--- src/rtl/sample_pkg.sv ---
// sample_pkg: shared definitions for the sample source.
//   state_t        - burst FSM state encoding
//   LFSR_W         - generator register width
//   LFSR_TAPS      - feedback taps (bits 15, 13, 12, 10)
//   SEED_ZERO_SUB  - value loaded instead of an all-zero seed
//   lfsr_next()    - one generator step
package sample_pkg;

    localparam int LFSR_W = 16;

    localparam logic [LFSR_W-1:0] LFSR_TAPS     = 16'hB400;
    localparam logic [LFSR_W-1:0] SEED_ZERO_SUB = 16'h0001;

    typedef enum logic [1:0] {
        ST_IDLE = 2'd0,
        ST_LOAD = 2'd1,
        ST_SEND = 2'd2,
        ST_DONE = 2'd3
    } state_t;

    // Left shift with the XOR of the tapped bits entering at bit 0.
    function automatic logic [LFSR_W-1:0] lfsr_next(input logic [LFSR_W-1:0] q);
        return {q[LFSR_W-2:0], ^(q & LFSR_TAPS)};
    endfunction

endpackage

--- src/rtl/sample_src_lfsr16.sv ---
// lfsr16: 16-bit Fibonacci LFSR used as the sample generator.
//   clk, rst (async, active-low) - reset value SEED_ZERO_SUB
//   load  - take seed (all-zero seed replaced by SEED_ZERO_SUB)
//   step  - advance one position (load has priority)
//   seed  - value for load
//   q     - current register contents
module lfsr16
    import sample_pkg::*;
(
    input  logic              clk,
    input  logic              rst,
    input  logic              load,
    input  logic              step,
    input  logic [LFSR_W-1:0] seed,
    output logic [LFSR_W-1:0] q
);

    logic [LFSR_W-1:0] r_q;

    always_ff @(posedge clk or negedge rst) begin
        if (!rst) begin
            r_q <= SEED_ZERO_SUB;
        end else if (load) begin
            // An all-zero state would lock the register at zero forever.
            r_q <= (seed == '0) ? SEED_ZERO_SUB : seed;
        end else if (step) begin
            r_q <= lfsr_next(r_q);
        end
    end

    assign q = r_q;

endmodule

--- src/rtl/sample_src.sv ---
// sample_src: emits a burst of count 4-bit pseudo-random samples over a
// valid/ready handshake and accumulates the sum of accepted samples.
//   clk, rst (async, active-low)
//   start  - burst request, honoured only in IDLE
//   seed   - generator seed, captured with start
//   count  - burst length, captured with start (0 = empty burst)
//   ready  - downstream accepts the current sample
//   sample - low nibble of the generator while sending, else 0
//   valid  - sample is valid (SEND)
//   busy   - burst in progress (LOAD or SEND)
//   done   - one-cycle pulse when the burst completes
//   sum    - running sum of accepted samples, held until next LOAD
module sample_src #(
    parameter int CNT_W  = 8,
    parameter int LFSR_W = 16
) (
    input  logic               clk,
    input  logic               rst,
    input  logic               start,
    input  logic [LFSR_W-1:0]  seed,
    input  logic [CNT_W-1:0]   count,
    input  logic               ready,
    output logic [3:0]         sample,
    output logic               valid,
    output logic               busy,
    output logic               done,
    output logic [CNT_W+3:0]   sum
);

    import sample_pkg::*;

    state_t             r_state;
    state_t             w_next;
    logic [LFSR_W-1:0]  r_seed;
    logic [CNT_W-1:0]   r_count;
    logic [CNT_W-1:0]   r_rem;
    logic [CNT_W+3:0]   r_sum;
    logic [LFSR_W-1:0]  w_lfsr;
    logic [LFSR_W-5:0]  w_lfsr_hi_unused;
    logic               w_accept;
    logic               w_load;
    logic               w_xfer;

    lfsr16 u_lfsr (
        .clk  (clk),
        .rst  (rst),
        .load (w_load),
        .step (w_xfer),
        .seed (r_seed),
        .q    (w_lfsr)
    );

    // Only the low nibble leaves the block; the rest is generator state.
    assign w_lfsr_hi_unused = w_lfsr[LFSR_W-1:4];

    always_ff @(posedge clk or negedge rst) begin
        if (!rst) begin
            r_state <= ST_IDLE;
        end else begin
            r_state <= w_next;
        end
    end

    always_comb begin
        w_next   = r_state;
        w_accept = 1'b0;
        w_load   = 1'b0;
        w_xfer   = 1'b0;
        sample   = '0;
        valid    = 1'b0;
        busy     = 1'b0;
        done     = 1'b0;
        case (r_state)
            ST_IDLE: begin
                if (start) begin
                    w_accept = 1'b1;
                    w_next   = ST_LOAD;
                end
            end
            ST_LOAD: begin
                busy   = 1'b1;
                w_load = 1'b1;
                w_next = (r_count == '0) ? ST_DONE : ST_SEND;
            end
            ST_SEND: begin
                busy   = 1'b1;
                valid  = 1'b1;
                sample = w_lfsr[3:0];
                w_xfer = ready;
                if (ready && (r_rem == CNT_W'(1))) begin
                    w_next = ST_DONE;
                end
            end
            ST_DONE: begin
                done   = 1'b1;
                w_next = ST_IDLE;
            end
            default: w_next = ST_IDLE;
        endcase
    end

    always_ff @(posedge clk or negedge rst) begin
        if (!rst) begin
            r_seed  <= '0;
            r_count <= '0;
            r_rem   <= '0;
            r_sum   <= '0;
        end else begin
            if (w_accept) begin
                r_seed  <= seed;
                r_count <= count;
            end
            if (w_load) begin
                r_rem <= r_count;
                r_sum <= '0;
            end else if (w_xfer) begin
                r_rem <= r_rem - CNT_W'(1);
                r_sum <= r_sum + (CNT_W+4)'(sample);
            end
        end
    end

    assign sum = r_sum;

endmodule
--- config.mk ---
export PLATFORM = sky130hd
export DESIGN_NAME = sample_src
export DESIGN_NICKNAME = d
export VERILOG_FILES = /design/src/rtl/sample_pkg.sv /design/src/rtl/sample_src_lfsr16.sv /design/src/rtl/sample_src.sv
export SDC_FILE = /design/constraint.sdc
export NUM_CORES = 1
export LEC_CHECK = 0
export CAP_MARGIN = 20
export CORE_MARGIN = 4
export CORE_UTILIZATION = 44
export CTS_CLUSTER_SIZE = 30
export DETAILED_ROUTE_END_ITERATION = 7
export MAX_ROUTING_LAYER = met4
export PLACE_DENSITY = 0.77
export SLEW_MARGIN = 20
export SYNTH_ARGS = -nofsm -noshare
export SYNTH_HDL_FRONTEND = slang
export SYNTH_SLANG_ARGS = --single-unit
--- constraint.sdc ---
create_clock -name clk -period 2.8 [get_ports clk]
set_clock_uncertainty 0.1 [all_clocks]
set_input_delay 0.56 -clock clk [delete_from_list [all_inputs] [get_ports clk]]
set_output_delay 0.56 -clock clk [all_outputs]
set_load 0.005 [all_outputs]
==> impl_results.md <==
- Slowest-stage cell, CP: fa_1
- Seq/Total Area, Yosys: 0.5094
- Total I/O pin count: 47
- DRC Markers: 0
- # diodes: 0
- Pwr Density: 1007 nW/µm²
- Status: finished, final reports clean
- Syn-to-layout area delta: 24.26%
- Worst-path clk slew: approximately 0.070 ns
- Share of layout cells above drive strength 1: 0.1562
- Final Util: 0.5606
- Pre-Repair DR Iteration Count: 4
- Unrepaired setup endpoints after global routing: no
- DP HPWL: roughly 4500 µm
- CTS H-tree lvls: 3
- CTS tree: built
- Fin crit share: 0.9104
- Data required, critical path: ~2.9 ns
- Port Buffers: 46
- WL/cell: between 10 and 15 µm
- Initial core utilization: 0.4511
- Post-Syn Area per Cell: ~11 µm²
- Area share of the largest cell type after synthesis: 0.5008
- Tmin final: 2.549 ns
- Post-DRT Antenna Nets: 0
- Most frequent cell after synthesis: dfrtp_1
- Largest stage delay, worst path: around 0.4 ns
- Worst skew pair latency: between 0.3 and 0.4 ns
- Die height: ~91 µm
- DRT iter0 DRCs: 81
- Worst path cell trace: inv_1 -> ha_1 -> and2_1 -> ha_1 -> fa_1 -> a21o_1 -> a21oi_1 -> or3_1 -> a21oi_1
- Remaining global-route overflow: 0
- Syn_nets: ~320
- CTS resizes: 0
- Sink Count: slightly above 60
- Count of final max-slew check failures: 0
- Site Rows: 30
- Filler instances: ~600
- # hold bufs at CTS: 0
- WS Path Type: register to register
- Worst-path maximum fanout: 8
- Highest clock rate: between 0.3 and 0.4 GHz
- Die width: 91.23 µm
- Post-Route Setup TNS: 0 ns
- Setup bufs post-CTS: 0
- Synth cell count leaders: dfrtp_1 (61), nand2_1 (34), o21ai_0 (30)
- Ys Warns: 0
- Post-synth EDFFs: 0
- Worst Tran Pin Value: 0.6162 ns
- Number of global-route vias before repair: ~2300
- Largest cells by area after synthesis: dfrtp_1 (50%), mux2_2 (9.2%), o21ai_0 (4.9%)
- Max-cap viol count: 0
- Core footprint: slightly below 7000 µm²
- Setup-failing EPs final: 0
- Aggregate global-route resource usage: 0.1664
- Leakage power: 1.588 nW
- Ys async rst share: 1.000
- First-pass GRT wire length: roughly 11000 µm
- Antenna violations before repair: 0
- Setup slack, reg-to-reg: ~0.25 ns
- Peak VDD IR: ~0.00043 V
- Ys flop type: dfrtp_1
- Crit path DAT: 2.65 ns
- Critical Path End Type: register
- DIE AREA: 8323 µm²
- Longest Clk Path Bufs: 2
- Largest net degree at the start of global routing: 51
- Via count: 2192
- Startpoint Class: register
- Netlist Area Pre-Place: slightly above 3000 µm²
- Via/cell ratio: 5.308
- CTS root buf: clkbuf_8
- Clock buffer count from CTS: 9
- Post-synthesis cell type count: 42
- Post-synth top area cell: dfrtp_1
- Mapped Cells: 277
- Final #Nets: between 300 and 400
- Final hold vios: 0
- HP Class: primary input to async pin
- Rel. slew slack: 0.5838
- Gp weighted congestion: about 0.82
- #FFs+latches synth: between 60 and 70
- Routed WL: ~6200 µm
==> critical path: cells and delay by family, from the launching register on <==
kind | cells | cell delay (ns)
compound gates | 3 | 0.59
fa+ha+maj | 3 | 0.88
buf+inv | 1 | 0.10
flops | 1 | 0.38
simple gates | 2 | 0.36
==> through the flow <==
| step | instances | total power [mW] | hold WS [ns] | area (µm²) | worst slack, ns |
|---|---|---|---|---|---|
| 2_1_floorplan | 277 | 2.580 | 0.1644 | 3048 | 0.3803 |
| 3_3_place_gp | 398 | 3.010 | 0.3905 | 3598 | 0.3596 |
| 3_5_place_dp | 398 | 3.072 | 0.3986 | 3598 | 0.2508 |
| 4_1_cts | 413 | 3.853 | 0.06175 | 3787 | 0.2440 |
| 5_1_grt | 413 | 4.109 | 0.09260 | 3787 | 0.02980 |
| 6_report | 413 | 3.813 | 0.07366 | 3787 | 0.2508 |
==> worst paths after layout <==
check	startpoint	to	cells past startpoint
max reg2reg	r_state[0]$_DFFE_PN0P_	sum[4]$_DFFE_PN0P_	9
max	r_state[0]$_DFFE_PN0P_	sum[4]$_DFFE_PN0P_	9
min in group clk	r_seed[9]$_DFFE_PN0P_	u_lfsr.q[9]$_DFFE_PN0P_	2
min reg2reg	r_seed[9]$_DFFE_PN0P_	u_lfsr.q[9]$_DFFE_PN0P_	2
min	rst	sum[0]$_DFFE_PN0P_	1
max in group asynchronous	rst	u_lfsr.q[0]$_DFFE_PN1P_	2
==> power breakdown <==
part	total (mW)	switching (mW)	internal (mW)
clock	0.762	0.335	0.427
combinational	1.43	0.695	0.738
sequential	1.62	0.327	1.29
total	3.81	1.36	2.46
==> cell type report <==
| class | instances | area, µm² | area share |
|---|---|---|---|
| clock buffers | 11 | 141.4 | 0.03733 |
| clock inverters | 4 | 47.55 | 0.01255 |
| inverters | 6 | 22.52 | 0.005946 |
| multi-input cells | 197 | 1415 | 0.3736 |
| flip-flops and latches | 62 | 1553 | 0.4100 |
| well taps | 80 | 100.1 | 0.02643 |
| repair buffers | 53 | 508.0 | 0.1341 |
==> logic make-up (layout without fill, tap and decap cells) <==
kind of cell / after synthesis / count (layout) / share of synthesized area
compound gates: 62 / 62 / 0.1199
xor+xnor: 10 / 10 / 0.02873
fa+ha+maj: 12 / 12 / 0.05172
buf+inv: 18 / 74 / 0.02627
flops: 62 / 62 / 0.5094
mux: 39 / 39 / 0.1383
simple gates: 74 / 74 / 0.1256
==> cell usage in the layout, fill, tap and decap left out, drive strengths merged, types with 3 or more instances in the layout <==
cell	count
dfrtp	61
clkdlybuf4s50	45
nand2	34
o21ai	30
mux2	25
a21oi	16
mux2i	14
ha	11
clkbuf	11
or3	8
buf	8
nor4	7
and2	6
inv	6
xnor2	6
nor2	5
xor2	4
nand3	4
nor3	3
o31ai	3
==> routing by layer <==
layer	vias up	track usage	wire [µm]
li1	1099	-	-
met1	1031	0.2113	2964
met2	50	0.2514	2769
met3	12	0.03231	294
met4	0	0.09045	154
met5	-	-	0
==> registers in the layout, indices dropped and copies added (netlist names) <==
signal and flops:
sum 12, r_rem 8, u_lfsr.q 16, r_seed 16, r_state 2, r_count 8
Power figures use the tool's default switching activity.
